<file path="src/rtl/qspi_mem_responder.sv">
// qspi_mem_responder: QPI serial memory target, oversampled in clk_i, serving a byte-wide memory port
module qspi_mem_responder #(
   parameter int ADDR_W = 16,
   parameter int DUMMY_CYC = 6,
   parameter logic [7:0] CMD_RD = 8'hEB,
   parameter logic [7:0] CMD_WR = 8'h38
) (
   input  logic              clk_i,
   input  logic              rst_i,
   input  logic              cs_in,
   input  logic              sck_i,
   input  logic [3:0]        sdio_i,
   output logic [3:0]        sdio_o,
   output logic              sdio_oe_o,
   output logic              mem_req_o,
   output logic              mem_we_o,
   output logic [ADDR_W-1:0] mem_addr_o,
   output logic [7:0]        mem_wdata_o,
   input  logic [7:0]        mem_rdata_i
);
   typedef enum logic [2:0] {IDLE, CMD, ADDR, DUMMY, RDATA, WDATA, IGNORE} state_t;
   state_t state, state_n;
   logic [2:0] cs_s, sck_s;
   logic [3:0] sd_s0, sd_s1;
   logic rise, fall, cs_fall, cs_rise;
   logic [7:0] cnt, cnt_n, sh, sh_n, pre, pre_n;
   logic [ADDR_W-5:0] sr, sr_n;
   logic [ADDR_W-1:0] wrd, addr, addr_n, maddr_n;
   logic is_wr, is_wr_n, rd_pend, rd_pend_n, oe_n, req_n, we_n;
   logic [3:0] sdo_n;
   logic [7:0] wdata_n;
   assign wrd = {sr, sd_s1};
   // Edge detects are registered, so the FSM acts 3 cycles after the pin edge
   always_ff @(posedge clk_i) begin
      if (rst_i) begin
         cs_s <= '0;
         sck_s <= '0;
         sd_s0 <= '0;
         sd_s1 <= '0;
         rise <= 1'b0;
         fall <= 1'b0;
         cs_fall <= 1'b0;
         cs_rise <= 1'b0;
      end else begin
         cs_s <= {cs_s[1:0], cs_in};
         sck_s <= {sck_s[1:0], sck_i};
         sd_s0 <= sdio_i;
         sd_s1 <= sd_s0;
         rise <= sck_s[1] & ~sck_s[2];
         fall <= ~sck_s[1] & sck_s[2];
         cs_fall <= cs_s[2] & ~cs_s[1];
         cs_rise <= ~cs_s[2] & cs_s[1];
      end
   end
   always_comb begin
      state_n = state;
      cnt_n = cnt;
      sr_n = sr;
      is_wr_n = is_wr;
      addr_n = addr;
      sh_n = sh;
      pre_n = rd_pend ? mem_rdata_i : pre;
      rd_pend_n = mem_req_o & ~mem_we_o;
      sdo_n = sdio_o;
      oe_n = sdio_oe_o;
      req_n = 1'b0;
      we_n = mem_we_o;
      maddr_n = mem_addr_o;
      wdata_n = mem_wdata_o;
      case (state)
         IDLE: begin
            oe_n = 1'b0;
            if (cs_fall) begin
               state_n = CMD;
               cnt_n = '0;
            end
         end
         CMD: if (rise) begin
            sr_n = wrd[ADDR_W-5:0];
            cnt_n = cnt + 8'd1;
            if (cnt[0]) begin
               cnt_n = '0;
               is_wr_n = wrd[7:0] == CMD_WR;
               state_n = (wrd[7:0] == CMD_RD || wrd[7:0] == CMD_WR) ? ADDR : IGNORE;
            end
         end
         ADDR: if (rise) begin
            sr_n = wrd[ADDR_W-5:0];
            cnt_n = cnt + 8'd1;
            if (cnt == 8'd5) begin
               cnt_n = '0;
               addr_n = wrd;
               state_n = is_wr ? WDATA : DUMMY;
               req_n = ~is_wr;
               we_n = is_wr ? mem_we_o : 1'b0;
               maddr_n = is_wr ? mem_addr_o : wrd;
            end
         end
         DUMMY: if (rise) begin
            cnt_n = cnt + 8'd1;
            if (cnt == 8'(DUMMY_CYC - 1)) begin
               cnt_n = '0;
               sh_n = pre;
               state_n = RDATA;
            end
         end
         // High nibble launches the prefetch of the next byte; low nibble swaps it in
         RDATA: if (fall) begin
            oe_n = 1'b1;
            cnt_n = cnt ^ 8'd1;
            if (!cnt[0]) begin
               sdo_n = sh[7:4];
               req_n = 1'b1;
               we_n = 1'b0;
               addr_n = addr + ADDR_W'(1);
               maddr_n = addr + ADDR_W'(1);
            end else begin
               sdo_n = sh[3:0];
               sh_n = pre;
            end
         end
         WDATA: if (rise) begin
            sr_n = wrd[ADDR_W-5:0];
            cnt_n = cnt ^ 8'd1;
            if (cnt[0]) begin
               req_n = 1'b1;
               we_n = 1'b1;
               maddr_n = addr;
               wdata_n = wrd[7:0];
               addr_n = addr + ADDR_W'(1);
            end
         end
         default: ;
      endcase
      if (cs_rise) begin
         state_n = IDLE;
         oe_n = 1'b0;
         req_n = 1'b0;
      end
   end
   always_ff @(posedge clk_i) begin
      if (rst_i) begin
         state <= IDLE;
         cnt <= '0;
         sr <= '0;
         is_wr <= 1'b0;
         addr <= '0;
         sh <= '0;
         pre <= '0;
         rd_pend <= 1'b0;
         sdio_o <= '0;
         sdio_oe_o <= 1'b0;
         mem_req_o <= 1'b0;
         mem_we_o <= 1'b0;
         mem_addr_o <= '0;
         mem_wdata_o <= '0;
      end else begin
         state <= state_n;
         cnt <= cnt_n;
         sr <= sr_n;
         is_wr <= is_wr_n;
         addr <= addr_n;
         sh <= sh_n;
         pre <= pre_n;
         rd_pend <= rd_pend_n;
         sdio_o <= sdo_n;
         sdio_oe_o <= oe_n;
         mem_req_o <= req_n;
         mem_we_o <= we_n;
         mem_addr_o <= maddr_n;
         mem_wdata_o <= wdata_n;
      end
   end
endmodule

</file>
<file path="config.mk">
export PLATFORM = sky130hd
export DESIGN_NAME = qspi_mem_responder
export DESIGN_NICKNAME = d
export VERILOG_FILES = /design/src/rtl/qspi_mem_responder.sv
export SDC_FILE = /design/constraint.sdc
export NUM_CORES = 1
export LEC_CHECK = 0
export CAP_MARGIN = 0
export CORE_ASPECT_RATIO = 0.7
export CORE_UTILIZATION = 59
export CTS_BUF_LIST = sky130_fd_sc_hd__clkbuf_8
export DETAILED_ROUTE_END_ITERATION = 16
export PLACE_DENSITY = 0.82
export SLEW_MARGIN = 20
export SYNTH_ARGS = -nofsm -noshare
export SYNTH_HDL_FRONTEND = slang
export SYNTH_SLANG_ARGS = --single-unit
</file>
<file path="constraint.sdc">
create_clock -name clk_i -period 2.65 [get_ports clk_i]
set_input_delay 0.53 -clock clk_i [delete_from_list [all_inputs] [get_ports clk_i]]
set_output_delay 0.53 -clock clk_i [all_outputs]
set_load 0.005 [all_outputs]
</file>
* After elaboration in Yosys (flattened, before gate mapping)
Cells that the tools add are included.
** Cells by class
- Shift operators :: 0
- Add/subtract/negate cells :: 2
- Divide/modulo/power cells :: 0
- $lt $le $gt $ge :: 0
- Bitwise gates (word level) :: 14
- Equality and inequality tests :: 22
- Reduce and logical (&&, ||, !) cells :: 22
- Muxes and demuxes :: 54
- $mul :: 0
** Operators with widths (count)
- 2-to-1 mux 16 bit :: 11
- one-hot mux 16 bit (3 select lines) :: 2
- 2-to-1 mux 8 bit :: 9
- one-hot mux 8 bit (5 select lines) :: 1
- 2-to-1 mux 3 bit :: 9
- inequality test 2 bit, second input constant :: 13
- adder 16 x 1 -> 16 bit, second input constant :: 1
- 2-to-1 mux 1 bit :: 16
- one-hot mux 8 bit (2 select lines) :: 1
- AND reduction 8 bit :: 2
- one-hot mux 3 bit (4 select lines) :: 1
- AND reduction 6 bit :: 2
- inverter 1 bit :: 9
- adder 8 x 1 -> 8 bit, second input constant :: 1
- equality test 8 x 3 -> 1 bit, second input constant :: 1
- equality test 8 x 6 -> 1 bit, second input constant :: 1
- equality test 8 bit, second input constant :: 1
- AND reduction 7 bit :: 1
- equality test 3 x 2 -> 1 bit, second input constant :: 2
- equality test 3 bit, second input constant :: 2
- one-hot mux 1 bit (3 select lines) :: 2
- AND reduction 2 bit :: 3
- AND reduction 3 bit :: 2
- nonzero test 3 bit :: 2
- other kinds (13) :: 19
** Storage, ports and cells
- Bits of input ports :: 16
- Flip-flop bits (word level) :: 106
- Memories :: 0
- Output and inout port bits :: 31
- RAM bits :: 0
- Bits in latches :: 0
- Bits in read-only memories :: 0
- Word-level logic and storage cells :: 137

* Longest topological paths before layout
- Depth after elaboration :: 6
- Depth in mapped cells :: 8
- Gate-level depth less buffers :: 7

* Worst setup path after synthesis
OpenSTA, ideal clock, no wires.
- Kind :: register to register
- From :: register cnt[0]
- To :: register mem_addr_o[13]
- Path buffers :: 0
- Slack :: 0.210 ns
- Stages on the path, launching flop included :: 7
- Required time :: 2.580 ns
- Data arrival time :: 2.370 ns
- Path through :: dfxtp_1 > ha_1 > or4b_4 > or3_4 > a221o_1 > or4_1 > a21oi_1
** Between the ends
- Cells in the longest elaborated chain, start to end :: 3
- Elaborated cells between the ends (all ways) :: 5
- Classes of those cells :: eq/ne: 4; reduce/logical: 1
** RTL lines
- start: declaration :: RTL line 26 : logic [7:0] cnt, cnt_n, sh, sh_n, pre, pre_n;
- start signal: assignment :: RTL line 159 : cnt <= cnt_n;
- equality test 8 x 3 -> 1 bit :: RTL line 90 : if (cnt == 8'd5) begin
- inequality test 2 bit (no line)
- AND reduction 8 bit (no line) *
- end signal: assignment :: RTL line 170 : mem_addr_o <= maddr_n;
- end: declaration :: RTL line 17 : output logic [ADDR_W-1:0] mem_addr_o,
Every way passes the cells marked *; elsewhere a longest branch is shown, timed or not.
A chain may end at the register's enable or synchronous reset.

* Worst setup path after layout
- From :: register cnt[1]
- To :: register mem_addr_o[13]
** Between the ends
- Cells in the longest elaborated chain, start to end :: 3
** RTL lines (RTL line)
- equality test 8 x 3 -> 1 bit :: 90
- inequality test 2 bit (no line)
- AND reduction 8 bit (no line)
Every way passes these cells.

==> metrics.md <==
| Metric | Value |
|---|---|
| Vias in the first global route | 3978 |
| Post-DP Area | 5510 um^2 |
| CTS tree | done |
| Post-Syn Nets | slightly below 600 |
| Clk sinks | 106 |
| Relative slew slack | 0.481 |
| Critical path, cell by cell | inv_1 -> ha_1 -> or4b_4 -> or3_4 -> a221o_1 -> or4_1 -> a21oi_1 |
| Most common library cells after synthesis | dfxtp_1 (106), nor2_1 (85), nand2_1 (47) |
| FMAX | between 300 and 400 MHz |
| WL final | approximately 12000 um |
| Top Layer Used | met4 |
| Worst Min Path Start | cs_s[2] |
| GRT overflow | 0 |
| Sw Ratio | 0.248 |
| Crit end category | flop |
| Total GRT Usage | 0.293 |
| Hold WS | roughly 0.41 ns |
| Final period utilization | 0.949 |
| Die Ht | 78.4 um |
| Hpwl dp | 8480 um |
| Die area | just under 9000 um^2 |
| Seq pwr share | 0.602 |
| Main synth FF type | dfxtp_1 |
| RR Startpoint | cnt[1] |
| Final WS setup | 0.136 ns |
| Detailed Route Iter0 Violations | around 450 |
| Max IR drop VDD | between 0.3 and 0.4 mV |
| Pin count of the biggest net entering global routing | 56 |
| Clock Latency Late Sink | between 0.3 and 0.4 ns |
| Share of synthesized registers carrying an async set or reset | 0 |
| Clk buf depth | 2 |
| Combinational Power Share | 0.041 |
| Synth Area per Inst | roughly 8.5 um^2 |
| Starting density of the core | 0.617 |
| Clk slew on worst S/H paths | approximately 0.12 ns |
| Pwr per Cell Area | between 400 and 500 nW/um^2 |
| Worst Setup Start Kind | flop |
| Clock power share | 0.356 |
| Worst hold path type | flop to flop |
| Crit path launch | cnt[1] |
| Req. time, crit path | roughly 3 ns |
| Worst Path Max Fanout | 6 |
| Drt pass-1 iters | 11 |
| Core ar. | ~8000 um^2 |
| CP max stage cell | or4_1 |
| # diodes | 0 |
| Detail Route Antenna Nets | 0 |
| Cells after Synth | 575 |
| Buf/Inv on CP | 1 |
| M1 wire length | roughly 5700 um |
| Via/cell ratio | approximately 6.1 |
| Outcome | finished with violations |
| Area of the mapped netlist | 4920 um^2 |
| Metal2 WL | approximately 4900 um |
| Final instance area | 5700 um^2 |
| IO buf count | 46 |
| Top-count cell post-synth | dfxtp_1 |
| Initial antenna violation count | 0 |
| Post-layout min period | approximately 2.5 ns |
| Synth area leader | dfxtp_1 |
| Met3 WL | 1140 um |
| NetSw | 0.000664 W |
| Setup TNS | 0 ns |
| # nets final | ~630 |
| RD Place Congestion | 0.897 |
| CP peak stage delay | 0.54 ns |
| Layout area overhead | 15.9% |
| CTS Buf Count | 9 |
| Yosys reg bits | approximately 110 |
| Via count | 4376 |
| RSZ-0062 raised after global routing | false |
| Failing checks | DRC |
| Ys Warns | 0 |
| Final Slew Violations | 0 |
| Chip width | about 110 um |
| Sequential element share of the synthesized area | 0.432 |
| Internal Power | between 0.002 and 0.0025 W |
| Leakage power | around 2.0 nW |
| WL/cell | around 17 um |
| First-pass GRT wire length | between 20000 and 25000 um |
| Post-CTS Hold Fix Bufs | 0 |
| IO Count | 47 |
| Final Skew | between 0.02 and 0.025 ns |
| Top cells by area, synth | dfxtp_1 (43%), mux2i_1 (9.2%), nor2_1 (6.5%) |
| Root buf cell | clkbuf_8 |
| Slew @ Worst Pin | 0.776 ns |
| Top delay family on crit path | simple AND/OR/NAND/NOR gates |
| CP Data Arrival Time | 2.85 ns |
| Final setup vio count | 0 |
| Max-Cap Viols | 0 |
| # DRC | 2 |
| Number of synthesized flops with an enable pin | 0 |
| Place WS | around 0.17 ns |
| Synth top area share | 0.432 |
| Row count | 27 |
| Yosys cell types | 57 |
| H-tree depth | 3 |
| Final Hold Viols | 0 |
| CP Class | flop to flop |
| Layout cells sized above 1 | 0.0669 |
-- flip-flops by register name, summed over array words and instances, names as in the netlist, 8 cells and up --
| register | count |
|---|---|
| pre | 8 |
| mem_wdata_o | 8 |
| cnt | 8 |
| mem_addr_o | 16 |
| sh | 8 |
| sr | 12 |
| addr | 16 |
-- power by group through the flow --
stage	clock [W]	sequential (W)	combinational, W
CTS	0.000966	0.00161	0.000110
detailed placement	0	0.00165	0.000110
finish	0.000954	0.00161	0.000111
global route	0.00103	0.00162	0.000121
floorplan	0	0.00165	0.0000647
global placement	0	0.00165	0.000107
-- worst paths after layout --
kind | endpoint | slack (ns) | cells past startpoint
setup reg to reg | mem_addr_o[13] | 0.14 | 7
hold / removal | cs_rise | 0.41 | 1
hold reg to reg | cs_rise | 0.41 | 1
setup / recovery | mem_addr_o[13] | 0.14 | 7
-- repair_timing --
| action | 4_1_cts | 5_1_grt |
|---|---|---|
| gates resized for setup | 0 | 1 |
| buffers inserted | 0 | 0 |
| setup endpoints to repair | 0 | 1 |
-- cell families after synthesis --
logic type	share of synthesized area
AO/OA/AOI/OAI	0.173
XOR/XNOR	0.0249
adder cells (fa/ha/maj)	0.0102
buffers and inverters	0.0356
flip-flops	0.432
multiplexers	0.0916
AND/OR/NAND/NOR	0.233
-- final cells by class --
type | count | area (um^2)
Multi-Input combinational cell | 423 | 2620
Fill cell | 603 | 2270
Sequential cell | 106 | 2120
Timing Repair Buffer | 64 | 628
Tap cell | 101 | 126
Clock buffer | 9 | 124
Clock inverter | 7 | 60.1
Inverter | 4 | 15.0
-- metal layers --
metal  GRT usage  vias up
li1            -     2128
met1       0.418     2034
met2       0.435      189
met3      0.0795       25
met4      0.0797        0
met5           0        -
-- per-stage QoR --
stage / util / std cells / power (W)
2_1_floorplan: - / 575 / 0.00171
3_3_place_gp: 0.691 / 698 / 0.00176
3_5_place_dp: 0.691 / 698 / 0.00176
4_1_cts: 0.715 / 714 / 0.00269
5_1_grt: 0.715 / 714 / 0.00276
6_report: 0.715 / 714 / 0.00268
-- layout by cell type (no fill, tap or decap), types with 4 or more instances in the layout --
master / count
a311oi_1: 6
a211o_1: 8
nor4_1: 9
a31oi_1: 5
nand2b_1: 12
a211oi_1: 6
dfxtp_1: 106
nor3b_1: 4
nand2_1: 47
a21oi_1: 42
o31ai_1: 4
clkbuf_8: 9
buf_4: 15
o32ai_1: 4
xnor2_1: 11
clkdlybuf4s50_1: 45
nand3_1: 7
and3_1: 4
nand4_1: 7
nor3_1: 15
mux2i_1: 45
nor2_1: 85
ha_1: 4
inv_1: 4
o21ai_0: 22
nor2b_1: 18
a21o_1: 7
Note: power is estimated with default switching activity, not from simulation.
